**src/rtl/mem_split.sv**
```systemverilog
`default_nettype none
// ============================================================================
// Module   : mem_split
// Purpose  : Splits a byte transfer request into bus cycles that never cross
//            a port-width boundary, with byte-lane enables per cycle.
// Revision : 1.0  initial release
// ============================================================================
module mem_split #(
  parameter  int BUS_BYTES = 8,
  parameter  int AW        = 24,
  parameter  int LW        = 5,
  localparam int MWW       = (BUS_BYTES == 16) ? 3 : 2
) (
  input  logic                 sys_clk,
  input  logic                 resetl,
  input  logic                 req_valid,
  output logic                 req_ready,
  input  logic [AW-1:0]        req_addr,
  input  logic [LW-1:0]        req_len,
  input  logic [MWW-1:0]       req_mw,
  input  logic                 req_bigend,
  input  logic                 abort,
  output logic                 cyc_valid,
  input  logic                 cyc_ready,
  output logic [AW-1:0]        cyc_addr,
  output logic [BUS_BYTES-1:0] cyc_bm,
  output logic [LW-1:0]        cyc_nbytes,
  output logic                 cyc_last,
  output logic                 done
);

  localparam int LOG2B = (BUS_BYTES == 16) ? 4 : 3;
  localparam int CW    = (LW > 5) ? LW : 5;
  localparam int BW    = CW + 1;

  typedef enum logic [0:0] {
    S_IDLE  = 1'b0,
    S_SPLIT = 1'b1
  } state_t;

  state_t          r_state, w_state_nxt;
  logic [AW-1:0]   r_cur_addr, w_addr_nxt;
  logic [LW-1:0]   r_remain, w_remain_nxt;
  logic [MWW-1:0]  r_mw, w_mw_nxt, w_mw_clamped;
  logic            r_bigend, w_bigend_nxt;
  logic            r_done, w_done_nxt;

  logic                 w_split, w_hs, w_acc, w_last;
  logic [4:0]           w_pbytes, w_offs, w_room;
  logic [LW-1:0]        w_nbytes;
  logic [LOG2B-1:0]     w_lane;
  logic [BW-1:0]        w_lo, w_hi;
  logic [BUS_BYTES-1:0] w_bm_le, w_bm;

  // Bytes left before the next port-width boundary.
  assign w_pbytes = 5'd1 << r_mw;
  assign w_offs   = r_cur_addr[4:0] & (w_pbytes - 5'd1);
  assign w_room   = w_pbytes - w_offs;
  assign w_nbytes = (CW'(w_room) < CW'(r_remain)) ? LW'(w_room) : r_remain;
  assign w_last   = (w_nbytes == r_remain);

  assign w_lane = r_cur_addr[LOG2B-1:0];
  assign w_lo   = BW'(w_lane);
  assign w_hi   = w_lo + BW'(w_nbytes);

  always_comb begin
    w_bm_le = '0;
    w_bm    = '0;
    for (int i = 0; i < BUS_BYTES; i++) begin
      w_bm_le[i] = (BW'(i) >= w_lo) && (BW'(i) < w_hi);
    end
    for (int i = 0; i < BUS_BYTES; i++) begin
      w_bm[i] = r_bigend ? w_bm_le[BUS_BYTES-1-i] : w_bm_le[i];
    end
  end

  assign w_split    = (r_state == S_SPLIT);
  assign cyc_valid  = w_split;
  assign cyc_addr   = w_split ? r_cur_addr : '0;
  assign cyc_bm     = w_split ? w_bm : '0;
  assign cyc_nbytes = w_split ? w_nbytes : '0;
  assign cyc_last   = w_split & w_last;
  assign done       = r_done;

  assign w_hs      = cyc_valid & cyc_ready;
  assign req_ready = ~w_split | (w_hs & w_last & ~abort);
  assign w_acc     = req_valid & req_ready;

  assign w_mw_clamped = (req_mw > MWW'(LOG2B)) ? MWW'(LOG2B) : req_mw;

  always_comb begin
    w_state_nxt  = r_state;
    w_addr_nxt   = r_cur_addr;
    w_remain_nxt = r_remain;
    w_mw_nxt     = r_mw;
    w_bigend_nxt = r_bigend;
    w_done_nxt   = 1'b0;
    if (w_split && abort) begin
      w_state_nxt = S_IDLE;
      w_done_nxt  = 1'b1;
    end else if (w_split && w_hs && !w_last) begin
      w_addr_nxt   = r_cur_addr + AW'(w_nbytes);
      w_remain_nxt = r_remain - w_nbytes;
    end else if (!w_split || w_hs) begin
      // Idle, or the final handshake: possibly reload in the same cycle.
      if (w_split) begin
        w_state_nxt = S_IDLE;
        w_done_nxt  = 1'b1;
      end
      if (w_acc) begin
        if (req_len != '0) begin
          w_state_nxt  = S_SPLIT;
          w_addr_nxt   = req_addr;
          w_remain_nxt = req_len;
          w_mw_nxt     = w_mw_clamped;
          w_bigend_nxt = req_bigend;
        end else begin
          w_state_nxt = S_IDLE;
          w_done_nxt  = 1'b1;
        end
      end
    end
  end

  always_ff @(posedge sys_clk or negedge resetl) begin
    if (!resetl) begin
      r_state    <= S_IDLE;
      r_cur_addr <= '0;
      r_remain   <= '0;
      r_mw       <= '0;
      r_bigend   <= 1'b0;
      r_done     <= 1'b0;
    end else begin
      r_state    <= w_state_nxt;
      r_cur_addr <= w_addr_nxt;
      r_remain   <= w_remain_nxt;
      r_mw       <= w_mw_nxt;
      r_bigend   <= w_bigend_nxt;
      r_done     <= w_done_nxt;
    end
  end

endmodule
`default_nettype wire
```
**config.mk**
```make
export PLATFORM = sky130hd
export DESIGN_NAME = mem_split
export DESIGN_NICKNAME = d
export VERILOG_FILES = /design/src/rtl/mem_split.sv
export SDC_FILE = /design/constraint.sdc
export NUM_CORES = 1
export LEC_CHECK = 0
export BUFFER_PORTS_ARGS = -buffer_cell sky130_fd_sc_hd__buf_2
export CELL_PAD_IN_SITES_DETAIL_PLACEMENT = 1
export CELL_PAD_IN_SITES_GLOBAL_PLACEMENT = 2
export CORE_MARGIN = 2
export CORE_UTILIZATION = 34
export DETAILED_ROUTE_END_ITERATION = 12
export PLACE_DENSITY_LB_ADDON = 0.08
export SLEW_MARGIN = 10
export SYNTH_ARGS = -nofsm -noshare
export SYNTH_HDL_FRONTEND = slang
export SYNTH_SLANG_ARGS = --single-unit
```
**constraint.sdc**
```tcl
create_clock -name sys_clk -period 7.4 [get_ports sys_clk]
set_input_delay 0.37 -clock sys_clk [delete_from_list [all_inputs] [get_ports sys_clk]]
set_output_delay 0.37 -clock sys_clk [all_outputs]
set_load 0.1 [all_outputs]
```
==> results.toml <==
[synth]
muxShareOfSynthArea = 0.0534
async_reset_ff_frac = 1.00
synth_adder_area_share = 0.0699
synth-simple-area-share = 0.250
synth_compound_area_frac = 0.281
synthFlopType = "dfrtp_1"
synthXorXnorAreaFrac = 0.0161
ys_warn_count = 0
synth_edf_count = 0
synth.avg_cell_area_sq_um = 8.17
netlist_instances = 399
synth_top_family_by_area = "compound AO/OA/AOI/OAI gates"
synth_seq_cells = 34
postSynthNetCount = 453
yosysSeqAreaShare = 0.261
synthesis.area_sq_um = 3260
synth_cell_types = 60

[setup_path]
arrival_ns = 6.04
slowest_delay_ns = 0.60
critPathLaunchType = "register"
path_class = "reg2out"
path_buf_inv = 2
crit_path_max_fanout = 13
crit_path_end_kind = "primary output"
path_cells = "nand3_1 -> ha_1 -> nor3b_1 -> o2111a_1 -> or2_2 -> ha_1 -> a21oi_1 -> o21ai_0 -> nor2_1 -> nor2_1 -> a21oi_1 -> inv_1 -> ha_1 -> a21oi_1 -> nor2b_1 -> and3_1 -> o211ai_1 -> a21boi_2 -> nor4_2 -> buf_2"
cp_top_family = "compound AO/OA/AOI/OAI gates"
worstPathRequired_ns = 7.03
slowest_stage = "o211ai_1"

[clocking]
cts_buffers = 5
hold_buffers = 0
htreeDepth = 2
clk_latency_ns = 0.29
clockBufferDepth = 2
clk_pin_slew_worst_paths_ns = 0.07
clock-root-buffer = "clkbuf_8"
cts_resized = 0
cts_sinks = 34
cts_tree = "built"
post_cts_buffers = 0

[detailed_routing]
drtPass1Iterations = 4
wl_per_cell_um = 17.3
vias = 3151
initialDrtViolationCount = 91
drc = 0
viasPerCell = 5.32
final_antenna_net_count = 0
routed_wl_um = 10300

[global_routing]
track_usage = 0.204
gr-usage-met2 = 0.356
grt_start_max_net_pins = 41
grtUsageMet1 = 0.266
met3_usage = 0.0287
busiest_layer = "met2"
grt_pass1_vias = 3212
grt_pass1_wl_um = 16600
antenna_found_initial = 0
grt-ovfl-total = 0

[hold_path]
hold_path.class = "in2async"

[sta]
whs_ns = 0.174
period_share = 0.866
tightestPinTransition_ns = 1.12
timing_hold_violations_final = 0
rsz0062_at_grt = "false"
fmax_mhz = 156
slew_violations = 0
relSlewSlack = 0.251
skew_ns = 0.00807
finalSetupTns_ns = 0
setup_viol = 0
period_needed_ns = 6.41

[floorplan]
die_w_um = 102
core_sq_um = 9280
die_y_um = 102
start_util = 0.351
rows = 35
dieArea_sq_um = 10400
ios = 78

[run]
cap_violations = 0

[cells_and_area]
design_area_sq_um = 3760
drive_gt1_frac = 0.244
num-nets-final = 516
syn_to_final_growth_pct = 15.3
antennaDiodeCount = 0

[place]
port_buffers = 77
gp_congestion = 0.819
dpl-instance-area_sq_um = 3660
hpwl_um = 7620

[status]
outcome = "finished clean"
## per-stage QoR
step	utilization	worst slack [ns]	std cells
2_1_floorplan	-	0.318	399
3_3_place_gp	0.395	1.46	584
3_5_place_dp	0.395	1.27	584
4_1_cts	0.405	0.931	592
5_1_grt	0.405	0.405	592
6_report	0.405	0.993	592
## per-layer routing
layer | vias to the layer above | wire, um
met3 | 10 | 377
li1 | 1568 | -
met5 | - | 0
met2 | 63 | 5100
met1 | 1510 | 4630
met4 | 0 | 142
## worst paths after layout
path                                from             end  slack (ns)  cells after the start
min reg2reg                  r_remain[2]     r_remain[2]        0.54                      2
max reg2reg                r_cur_addr[2]  r_cur_addr[15]        1.70                     17
max                        r_cur_addr[2]       cyc_bm[3]        0.99                     20
min                               resetl   r_cur_addr[9]        0.17                      1
min in group sys_clk               abort       cyc_valid        0.27                      2
max in group asynchronous         resetl   r_cur_addr[2]        6.69                      1
## cell usage after synthesis (7+ instances only)
library cell / instances / area, sq um
nor3_1: 8 / 40.0
mux2i_1: 14 / 140
nand3_1: 10 / 50.1
clkbuf_1: 10 / 37.5
nand2_1: 43 / 161
ha_1: 15 / 188
inv_1: 16 / 60.1
and3_1: 8 / 50.1
a31oi_1: 8 / 50.1
and2_1: 28 / 175
nor2b_1: 7 / 43.8
nor2_1: 35 / 131
dfrtp_1: 34 / 851
buf_6: 9 / 101
a2bb2oi_1: 11 / 96.3
a21oi_1: 37 / 185
o21ai_0: 9 / 45.0
## cells in the final DEF, fill, tap and decap left out, drive strengths merged, types with 3 or more instances in the layout
cell type  instances
buf               79
nand2             44
a21oi             39
nor2              35
dfrtp             34
and2              28
o21ai             17
inv               16
ha                15
mux2i             14
a2bb2oi           11
nand3             10
and3               8
nor3               8
a31oi              8
a211oi             8
nor2b              7
o22ai              7
clkbuf             7
nand2b             6
o21a               5
nand4              4
xnor2              4
o32ai              4
nor4               4
a21o               3
o211ai             3
mux2               3
a311oi             3
o2bb2ai            3
o31ai              3
## worst reg2reg max path: cells and delay by family, from the launching register on
family,cells,cell delay [ns]
compound gates,7,2.10
fa+ha+maj,3,0.89
flops,1,0.57
buf+inv,1,0.37
simple gates,6,1.62
## layout make-up
cell class | count | area [sq um]
inverters | 16 | 60.1
clock inverters | 1 | 5.00
clock buffers | 7 | 86.3
well taps | 129 | 161
repair buffers | 79 | 400
flip-flops and latches | 34 | 851
multi-input cells | 326 | 2190
fillers | 1194 | 5530
## state kept, by name (all words and copies together) (netlist names)
signal and count:
done 1, cyc_valid 1, r_remain 5, r_bigend 1, r_mw 2, r_cur_addr 24
## cells by family (layout without fill, tap and decap cells)
kind of cell	Yosys count	count (layout)
AOI/OAI and AO/OA	124	124
buffers and inverters	39	103
DFF	34	34
xor gates and xnor gates	6	6
adders and majority gates	17	17
and+or+nand+nor	162	162
muxes	17	17
Power is left out: the tool's default activity adds up to more than one toggle a clock period on the data nets, which glitch-free logic cannot reach.
